<file path="config.mk">
export PLATFORM = sky130hd
export DESIGN_NAME = audio_volume_ramp_flat
export DESIGN_NICKNAME = d
export VERILOG_FILES = /design/src/rtl/audio_volume_ramp_pkg.sv /design/src/rtl/audio_volume_ramp_if.sv /design/src/rtl/audio_volume_ramp_mul_sat.sv /design/src/rtl/audio_volume_ramp.sv /design/src/flat_wrapper.sv
export SDC_FILE = /design/constraint.sdc
export NUM_CORES = 1
export LEC_CHECK = 0
export CAP_MARGIN = 10
export CORE_MARGIN = 2
export CORE_UTILIZATION = 55
export DETAILED_ROUTE_END_ITERATION = 6
export PLACE_DENSITY = 0.83
export SLEW_MARGIN = 5
export SYNTH_ARGS = -nofsm -noshare
export SYNTH_HDL_FRONTEND = slang
export SYNTH_SLANG_ARGS = --single-unit
</file>
<file path="constraint.sdc">
create_clock -name CLK -period 7.5 [get_ports CLK]
set_input_delay 1.5 -clock CLK [delete_from_list [all_inputs] [get_ports CLK]]
set_output_delay 1.5 -clock CLK [all_outputs]
set_load 0.03 [all_outputs]
</file>
<file path="src/rtl/audio_volume_ramp_pkg.sv">
// Shared definitions for the volume-ramp datapath: gain FSM states and gain helpers.
package audio_volume_ramp_pkg;

  typedef enum logic [1:0] {
    IDLE      = 2'd0,
    RAMP_UP   = 2'd1,
    RAMP_DOWN = 2'd2
  } gain_state_t;

  function automatic int unsigned unity_gain(input int unsigned vol_bit);
    return 32'd1 << (vol_bit - 1);
  endfunction

endpackage

</file>
<file path="src/rtl/audio_volume_ramp_if.sv">
// Sample-stream bundle between mixer, volume stage and serialiser.
interface audio_volume_ramp_if #(
  parameter int unsigned BIT = 24,
  parameter int unsigned CH  = 2
);
  logic              in_valid;
  logic [CH*BIT-1:0] in_data;
  logic              out_valid;
  logic [CH*BIT-1:0] out_data;
  logic [CH-1:0]     clip;

  modport master (output in_valid, in_data, input out_valid, out_data, clip);
  modport slave  (input in_valid, in_data, output out_valid, out_data, clip);
endinterface

</file>
<file path="src/rtl/audio_volume_ramp_mul_sat.sv">
// One channel of the volume datapath: stage 1 exact multiply, stage 2 shift and saturate.
module audio_volume_ramp_mul_sat #(
  parameter int unsigned BIT     = 24,
  parameter int unsigned VOL_BIT = 8
) (
  input  logic               CLK,
  input  logic               RST,
  input  logic               en_mul,
  input  logic               en_sat,
  input  logic [BIT-1:0]     sample,
  input  logic [VOL_BIT-1:0] gain,
  output logic [BIT-1:0]     out,
  output logic               clip
);
  localparam int unsigned PW = BIT + VOL_BIT + 1;
  localparam logic signed [PW-1:0] YMax = {{(VOL_BIT+2){1'b0}}, {(BIT-1){1'b1}}};
  localparam logic signed [PW-1:0] YMin = {{(VOL_BIT+2){1'b1}}, {(BIT-1){1'b0}}};

  logic signed [PW-1:0] samp_ext, gain_ext, prod_q, y;
  logic [BIT-1:0]       sat_d, out_q;
  logic                 clip_d, clip_q;

  // Both operands widened to the full product width so the product is exact.
  assign samp_ext = {{(VOL_BIT+1){sample[BIT-1]}}, sample};
  assign gain_ext = {{(BIT+1){1'b0}}, gain};
  assign y        = prod_q >>> (VOL_BIT - 1);

  always_comb begin
    sat_d  = y[BIT-1:0];
    clip_d = 1'b0;
    if (y > YMax) begin
      sat_d  = YMax[BIT-1:0];
      clip_d = 1'b1;
    end else if (y < YMin) begin
      sat_d  = YMin[BIT-1:0];
      clip_d = 1'b1;
    end
  end

  always_ff @(posedge CLK) begin
    if (RST) begin
      prod_q <= '0;
      out_q  <= '0;
      clip_q <= 1'b0;
    end else begin
      if (en_mul) prod_q <= samp_ext * gain_ext;
      if (en_sat) begin
        out_q  <= sat_d;
        clip_q <= clip_d;
      end
    end
  end

  assign out  = out_q;
  assign clip = clip_q;

endmodule

</file>
<file path="src/rtl/audio_volume_ramp.sv">
// Multi-channel volume stage: shared gain slews toward Volume (or 0 when muted) per accepted sample.
module audio_volume_ramp
  import audio_volume_ramp_pkg::*;
#(
  parameter int unsigned BIT     = 24,
  parameter int unsigned VOL_BIT = 8,
  parameter int unsigned CH      = 2,
  parameter int unsigned STEP    = 1
) (
  input  logic                CLK,
  input  logic                RST,
  audio_volume_ramp_if.slave  bus,
  input  logic [VOL_BIT-1:0]  Volume,
  input  logic                Mute,
  output logic                ramp_busy
);
  localparam logic [VOL_BIT:0] StepW = (VOL_BIT+1)'(STEP);

  logic [VOL_BIT-1:0] target, cur_gain_q, cur_gain_d;
  logic [VOL_BIT:0]   sum, diff;
  gain_state_t        state_q, state_d, dir;
  logic               v1_q, v2_q;

  always_comb begin
    target = Mute ? '0 : Volume;
    dir    = IDLE;
    if (cur_gain_q < target)      dir = RAMP_UP;
    else if (cur_gain_q > target) dir = RAMP_DOWN;
    sum        = {1'b0, cur_gain_q} + StepW;
    diff       = {1'b0, cur_gain_q} - {1'b0, target};
    cur_gain_d = cur_gain_q;
    // Clamp at target so a large STEP never overshoots or wraps.
    if (bus.in_valid) begin
      unique case (dir)
        RAMP_UP:   cur_gain_d = (sum > {1'b0, target}) ? target : sum[VOL_BIT-1:0];
        RAMP_DOWN: cur_gain_d = (diff < StepW) ? target : cur_gain_q - StepW[VOL_BIT-1:0];
        default:   cur_gain_d = cur_gain_q;
      endcase
    end
    state_d = IDLE;
    if (cur_gain_d < target)      state_d = RAMP_UP;
    else if (cur_gain_d > target) state_d = RAMP_DOWN;
  end

  always_ff @(posedge CLK) begin
    if (RST) begin
      cur_gain_q <= '0;
      state_q    <= IDLE;
      v1_q       <= 1'b0;
      v2_q       <= 1'b0;
    end else begin
      cur_gain_q <= cur_gain_d;
      state_q    <= state_d;
      v1_q       <= bus.in_valid;
      v2_q       <= v1_q;
    end
  end

  assign ramp_busy     = (state_q != IDLE);
  assign bus.out_valid = v2_q;

  // Each frame is scaled by the gain in force when it was accepted.
  for (genvar n = 0; n < CH; n++) begin : g_ch
    audio_volume_ramp_mul_sat #(
      .BIT     (BIT),
      .VOL_BIT (VOL_BIT)
    ) u_mul_sat (
      .CLK    (CLK),
      .RST    (RST),
      .en_mul (bus.in_valid),
      .en_sat (v1_q),
      .sample (bus.in_data[n*BIT +: BIT]),
      .gain   (cur_gain_q),
      .out    (bus.out_data[n*BIT +: BIT]),
      .clip   (bus.clip[n])
    );
  end

endmodule

</file>
<file path="src/flat_wrapper.sv">
// flat-port wrapper written by rule: the top's interface ports become plain ports
module audio_volume_ramp_flat import audio_volume_ramp_pkg::*;
#(
  parameter int unsigned BIT     = 24,
  parameter int unsigned VOL_BIT = 8,
  parameter int unsigned CH      = 2,
  parameter int unsigned STEP    = 1
)
  (CLK, RST, Volume, Mute, ramp_busy, bus_in_valid, bus_in_data, bus_out_valid, bus_out_data, bus_clip);
  audio_volume_ramp_if #(.BIT(BIT), .CH(CH)) bus_i ();
  input  logic CLK;
  input  logic RST;
  input  logic [VOL_BIT-1:0] Volume;
  input  logic Mute;
  output logic ramp_busy;
  input wire logic [$bits(bus_i.in_valid)-1:0] bus_in_valid;
  input wire logic [$bits(bus_i.in_data)-1:0] bus_in_data;
  output wire logic [$bits(bus_i.out_valid)-1:0] bus_out_valid;
  output wire logic [$bits(bus_i.out_data)-1:0] bus_out_data;
  output wire logic [$bits(bus_i.clip)-1:0] bus_clip;
  assign bus_i.in_valid = bus_in_valid;
  assign bus_i.in_data = bus_in_data;
  assign bus_out_valid = bus_i.out_valid;
  assign bus_out_data = bus_i.out_data;
  assign bus_clip = bus_i.clip;
  audio_volume_ramp #(.BIT(BIT), .VOL_BIT(VOL_BIT), .CH(CH), .STEP(STEP)) u_core (.CLK(CLK), .RST(RST), .bus(bus_i), .Volume(Volume), .Mute(Mute), .ramp_busy(ramp_busy));
endmodule
</file>
==> results of run 1 <==
[critical path: cells and delay by family]
family / cells / cell delay (ns)
simple gates: 2 / 0.69
buf+inv: 3 / 0.66
compound gates: 7 / 1.42
fa+ha+maj: 5 / 2.38
xor+xnor: 1 / 0.18
[final cells by class]
cell class                 count  area [um2]
timing repair buffer         131        1250
clock inverter                10         136
multi-input combinational   1497       14000
inverter                     403        1510
fill                        2674       12300
clock buffer                  20         447
tap                          442         553
sequential                   114        2290
[cells in the mapped netlist, types with 23 or more instances]
cell	instances	area share
sky130_fd_sc_hd__dfxtp_1	114	0.13
sky130_fd_sc_hd__nor2_1	85	0.018
sky130_fd_sc_hd__nor3_1	24	0.0066
sky130_fd_sc_hd__a21oi_1	104	0.029
sky130_fd_sc_hd__xnor2_1	37	0.018
sky130_fd_sc_hd__and2_1	232	0.080
sky130_fd_sc_hd__mux2i_1	26	0.014
sky130_fd_sc_hd__nand2_1	187	0.039
sky130_fd_sc_hd__clkbuf_1	79	0.016
sky130_fd_sc_hd__o21ai_0	73	0.020
sky130_fd_sc_hd__nand2b_1	60	0.021
sky130_fd_sc_hd__inv_1	403	0.083
sky130_fd_sc_hd__xor2_1	23	0.011
sky130_fd_sc_hd__fa_1	299	0.33
sky130_fd_sc_hd__ha_1	150	0.10
[stage by stage]
stage	cells	cell area, um2	util	power, uW	worst slack [ns]
floorplan	2100	18200	-	4530	1.64
global placement	2587	19600	0.603	5460	0.768
detailed placement	2587	19600	0.603	5680	0.557
CTS	2617	20200	0.621	6530	0.992
global route	2617	20200	0.621	7250	0.614
finish	2617	20200	0.621	6530	0.960
[worst max-delay path by stage]
stage	endpoint	cells after the start
2_1_floorplan	u_core.g_ch[1].u_mul_sat.prod_q[29]	18
3_5_place_dp	u_core.g_ch[0].u_mul_sat.prod_q[28]	18
4_1_cts	u_core.g_ch[0].u_mul_sat.prod_q[28]	18
3_3_place_gp	u_core.g_ch[0].u_mul_sat.prod_q[28]	19
6_report	u_core.g_ch[0].u_mul_sat.prod_q[28]	18
5_1_grt	u_core.g_ch[0].u_mul_sat.prod_q[28]	19
[flip-flops by register name, summed over array words and instances (netlist names)]
name and cells:
u_core.state_q 2, u_core.g_ch.u_mul_sat.prod_q 52, u_core.bus.out_valid 1, u_core.v1_q 1, u_core.cur_gain_q 8, u_core.g_ch.u_mul_sat.clip 2, u_core.g_ch.u_mul_sat.out 48
[power groups by stage]
stage	Clock (uW)	Combinational, uW	Sequential, uW
floorplan	0	3650	877
global placement	0	4590	869
detailed placement	0	4810	873
CTS	809	4860	862
global route	838	5530	878
finish	804	4860	867
[logic make-up after synthesis]
logic type	after synthesis	synth area share
AO/OA/AOI/OAI	287	0.100
flip-flops	114	0.126
buffers and inverters	489	0.102
multiplexers	26	0.0143
XOR/XNOR	60	0.0289
AND/OR/NAND/NOR	675	0.196
adder cells (fa/ha/maj)	449	0.433
[metal layers]
layer  up-vias  global-route usage  share of wire
met5         -                   0        0.00021
met4         2               0.110          0.041
met2       486               0.468           0.49
met3       108              0.0393          0.055
met1      7203               0.324           0.41
li1       6642                   -              -
==> implementation parameters, run 1 <==
Parameter                              Value

Critical path
  Largest driver fanout on the critical path    8
  Register-to-register setup slack    1.58 ns
  Arrival time at the worst endpoint    6.82 ns
  Capture instance of the worst register-to-register path    u_core.g_ch[0].u_mul_sat.prod_q[28]
  Type of destination of the critical path    flop
  Slowest cell on the critical path    sky130_fd_sc_hd__clkdlybuf4s50_1
  Startpoint of the lowest-slack register-to-register path    u_core.cur_gain_q[0]
  Largest stage delay on the critical path    0.54 ns
  Number of cells on the worst reg-to-reg path    18
  Chain of cells forming the critical path    clkdlybuf4s50_1 > and2_1 > fa_1 > fa_1 > inv_1 > fa_1 > inv_1 > fa_1 > ha_1 > a21o_1 > a21o_1 > a21oi_1 > a2bb2oi_1 > a21oi_1 > or3_1 > a21oi_1 > xor2_1 > o21ai_1
  Data required time at the worst endpoint    7.78 ns
  Category of the worst setup path launch point    input port
  Origin of the worst setup path    bus_in_data[11]
  Crit path top cell by count    sky130_fd_sc_hd__fa_1
  Type of the setup path with the least slack    in -> reg

Status
  Result of the run    completed

Floorplanning
  Std cell rows    66
  Floorplan die width    186 um
  Die outline height    186 um
  Effective utilization at floorplan    0.558
  Die Area    34,500 um2
  Count of pins on the block boundary    112
  Core area    32,500 um2

Synthesis
  Async S/R FF share, synth    0
  Proportion of synthesized chip area in sequential cells    0.126
  Yosys Warn Count    0
  Synth Cell Area    18,200 um2
  Average size of a mapped cell    8.64 um2
  Register bit total from synthesis    114
  Synthesized net count    2,609
  Top_reg_cell synth    sky130_fd_sc_hd__dfxtp_1
  Library cells used by synthesis    73
  Synthesized instance count    2,100
  Post-synth EDFFs    0

Power
  Clock network power share    0.123
  Static power due to leakage    0.00999 uW
  Sw Ratio    0.499
  Int Power    3270 uW
  P_sw    3250 uW
  Seq pwr share    0.133
  Share of total power in combinational logic    0.744
  Peak ir drop on the vdd network    0.189 mV
  Power density cells    323 nW/um2

Routing
  Remaining DRCs    0
  Number of vias per cell after detailed routing    5.52
  Starting DRT DRC Count    1,052
  Post-detailed-route wirelength per cell    16.4 um
  Number of vias after detailed routing    14,400
  Number of nets with antenna violations after detailed routing    0
  Wirelength, routed    43,000 um
  First-pass iteration count of the detailed router    5

CTS
  Clock latency reported for the late side of the worst-skew pair    0.42 ns
  Hold buffer count at CTS    0
  TritonCTS clock tree    yes
  Setup repair bufs after CTS    0
  Num CTS Buffers    17
  Clk pin slew, worst setup/hold paths    0.05 ns
  CTS Root Cell    sky130_fd_sc_hd__clkbuf_16
  Gates resized, CTS repair    0
  Number of sinks on the clock net    114
  H-tree level count    4
  Number of buffers on the longest clock path    2

Timing
  Final-report max-slew violation count    0
  Unrepaired setup endpoints after global routing    false
  Max_slew headroom    0.291
  Fin Setup TNS    0 ns
  Final hold vios    0
  Transition time of the tightest slew-check pin    1.06 ns
  Max Clk Rate    0.153 GHz
  Final period util    0.872
  Final critical-path required period    6.54 ns
  Skew final    0.00884 ns
  Final-layout worst hold slack    0.458 ns
  Final Setup Violations    0

Global routing
  First-pass GRT wire length    73,000 um
  Number of antenna violations at the first check in global routing    1
  Pin count of the biggest net entering global routing    98
  Number of global-route vias before repair    15,400
  GRT Residual Overflow    0
  GRT Total Usage    0.265

Finish
  Layout net count    2,673
  Leading cell type in the layout, fill and taps excluded    sky130_fd_sc_hd__inv_1
  Antenna cells    0
  Highest-count cells in the layout ignoring fill and taps    sky130_fd_sc_hd__inv_1, sky130_fd_sc_hd__fa_1, sky130_fd_sc_hd__and2_1
  Layout Area Growth over Synthesis    11.3%
  Fraction of final layout cells with drive strength greater than 1    0.0363

Min path
  Hold path startpoint    u_core.g_ch[1].u_mul_sat.prod_q[23]
  Endpoint, Worst Hold    u_core.g_ch[1].u_mul_sat.prod_q[23]
  Worst hold path stage count    2
  Worst min-delay path category    reg -> reg

Place
  Routability-driven placement congestion ratio    0.885
  DP HPWL    33,700 um
  Port Buffer Count    111

Flow run
  Number of max-cap violations    0
(Power assumes the default switching activity.)
==> run 2: changes to the inputs <==
- CORE_MARGIN: 2 -> unset
==> implementation parameters, run 2 (synthesis gave the netlist of run 1 again) <==
Parameter                              Value

Routing
  Remaining DRCs    0 (unchanged)
  First-pass iteration count of the detailed router    7 (+2)
  Post-detailed-route wirelength per cell    16.7 um (+1.5%)
  Number of vias per cell after detailed routing    5.59 (+1.3%)
  Wirelength, routed    43,700 um (+1.6%)
  Starting DRT DRC Count    835 (-21%)
  Number of nets with antenna violations after detailed routing    0 (unchanged)
  Number of vias after detailed routing    14,600 (+1.4%)

CTS
  Clk pin slew, worst setup/hold paths    0.05 ns (about the same)
  Number of buffers on the longest clock path    2 (unchanged)
  TritonCTS clock tree    yes
  Gates resized, CTS repair    0 (unchanged)
  Hold buffer count at CTS    0 (unchanged)
  Number of sinks on the clock net    114 (unchanged)
  H-tree level count    4 (unchanged)
  CTS Root Cell    sky130_fd_sc_hd__clkbuf_16
  Clock latency reported for the late side of the worst-skew pair    0.42 ns (about the same)
  Setup repair bufs after CTS    0 (unchanged)
  Num CTS Buffers    17 (unchanged)

Floorplanning
  Count of pins on the block boundary    112 (unchanged)
  Floorplan die width    184 um (-1.1%)
  Effective utilization at floorplan    0.558 (unchanged)
  Std cell rows    66 (unchanged)
  Core area    32,500 um2 (unchanged)
  Die outline height    184 um (-1.1%)
  Die Area    33,700 um2 (-2.1%)

Timing
  Final-report max-slew violation count    0 (unchanged)
  Final hold vios    0 (unchanged)
  Unrepaired setup endpoints after global routing    false
  Skew final    0.00585 ns (-0.00299 ns)
  Max_slew headroom    0.237 (-0.0531)
  Transition time of the tightest slew-check pin    1.14 ns (+0.0781 ns)
  Final period util    0.867 (-0.00479)
  Max Clk Rate    0.154 GHz (+0.55%)
  Fin Setup TNS    0 ns (unchanged)
  Final Setup Violations    0 (unchanged)
  Final critical-path required period    6.50 ns (-0.0359 ns)

Power
  Peak ir drop on the vdd network    0.144 mV (-24%)
  Post-layout total power    6520 uW (about the same)
  Power density cells    322 nW/um2 (-0.20%)
  Static power due to leakage    0.0100 uW (+0.11%)

Finish
  Highest-count cells in the layout ignoring fill and taps    sky130_fd_sc_hd__inv_1, sky130_fd_sc_hd__fa_1, sky130_fd_sc_hd__and2_1
  Layout Area Growth over Synthesis    11.5%
  Core utilization of the finished layout    0.622 (+0.000961)
  Fraction of final layout cells with drive strength greater than 1    0.0372 (+0.000885)
  Largest Register    u_core.g_ch.u_mul_sat.prod_q
  Layout net count    2,673 (unchanged)
  Leading cell type in the layout, fill and taps excluded    sky130_fd_sc_hd__inv_1
  Number of flip-flops under the largest register name    52 (unchanged)

Flow run
  Number of max-cap violations    0 (unchanged)

Global routing
  Number of global-route vias before repair    15,700 (+1.6%)
  GRT Residual Overflow    0 (unchanged)
  GRT Total Usage    0.274 (+0.00954)
  Number of antenna violations at the first check in global routing    1 (unchanged)
  Pin count of the biggest net entering global routing    76 (-22%)
  First-pass GRT wire length    74,000 um (+1.4%)

Critical path
  Slowest cell on the critical path    sky130_fd_sc_hd__clkdlybuf4s50_1
  Arrival time at the worst endpoint    6.79 ns (-0.03 ns)
  Chain of cells forming the critical path    clkdlybuf4s50_1 > and2_1 > fa_1 > fa_1 > inv_1 > fa_1 > inv_1 > fa_1 > ha_1 > a21o_1 > a21o_1 > a21oi_1 > a2bb2oi_1 > a21oi_1 > or3_1 > a21oi_1 > xor2_1 > o21ai_1
  Bufs and invs on worst path    3 (unchanged)
  Data required time at the worst endpoint    7.78 ns (about the same)
  Crit path top cell by count    sky130_fd_sc_hd__fa_1
  Category of the worst setup path launch point    input port
  Largest driver fanout on the critical path    8 (unchanged)
  Top cell family by delay on the critical path    adder cells
  Type of destination of the critical path    flop
  Largest stage delay on the critical path    0.54 ns (about the same)
  Type of the setup path with the least slack    in -> reg

Place
  DP HPWL    34,100 um (+1.2%)
  Routability-driven placement congestion ratio    0.872 (-1.4%)
  Port Buffer Count    111 (unchanged)

Status
  Result of the run    completed

Min path
  Worst min-delay path category    reg -> reg
==> run 2: changes by cell type in the layout (fill, tap and decap cells not counted) <==
cell                        before  now
sky130_fd_sc_hd__buf_12          0    2
sky130_fd_sc_hd__buf_4          21   19
sky130_fd_sc_hd__clkinv_4        1    3
sky130_fd_sc_hd__bufinv_16       3    2
sky130_fd_sc_hd__clkbuf_1        2    1
sky130_fd_sc_hd__clkbuf_8        1    2
sky130_fd_sc_hd__diode_2         0    1
sky130_fd_sc_hd__inv_6           0    1
sky130_fd_sc_hd__nor2_1         84   85
sky130_fd_sc_hd__nor2_2          1    0
==> run 2: final cells by class <==
class                      count  area [um2]
multi-input combinational   1497       14000
fill                        2684       12300
sequential                   114        2290
inverter                     403        1510
timing repair buffer         131        1280
tap                          442         553
clock buffer                  20         457
clock inverter                12         133
antenna                        1        2.50
==> run 2: stage by stage <==
step                std cells  setup WS (ns)  hold slack (ns)  instance area (um2)
global route             2619          0.720            0.487                20200
global placement         2587          0.776            0.433                19700
detailed placement       2587          0.607            0.446                19700
floorplan                2100           1.64            0.420                18200
CTS                      2619           1.04            0.458                20200
finish                   2620          0.996            0.456                20200
==> run 2: metal layers <==
layer	global-route usage	routed length [um]	vias up
met1	0.333	17500	7380
li1	-	-	6658
met5	0	0	-
met2	0.488	21900	498
met4	0.116	1660	0
met3	0.0357	2590	112
==> run 2: where the power goes <==
part           switching, uW  internal (uW)  total, uW
Clock                    297            506        803
Combinational           2830           2010       4840
Sequential               132            746        878
==> run 2: final timing paths <==
path	from	endpoint	slack (ns)	cells past startpoint
worst max-delay path	bus_in_data[11]	u_core.g_ch[0].u_mul_sat.prod_q[28]	1.0	18
worst min-delay path	u_core.g_ch[1].u_mul_sat.prod_q[13]	u_core.g_ch[1].u_mul_sat.prod_q[13]	0.46	2
worst max register to register	u_core.cur_gain_q[5]	u_core.g_ch[1].u_mul_sat.prod_q[29]	1.47	18
worst min register to register	u_core.g_ch[1].u_mul_sat.prod_q[13]	u_core.g_ch[1].u_mul_sat.prod_q[13]	0.46	2
==> run 2: worst min-delay path, delay by kind of cell, from the launching register on <==
kind / cells / cell delay, ns
AOI/OAI and AO/OA: 1 / 0.06
DFF: 1 / 0.32
and+or+nand+nor: 1 / 0.05
==> run 3: changes to the inputs <==
- CTS_CLUSTER_DIAMETER: unset -> 30
==> results of run 3 <==
Same layout as run 2: the final DEF is identical, and so are final timing and power.
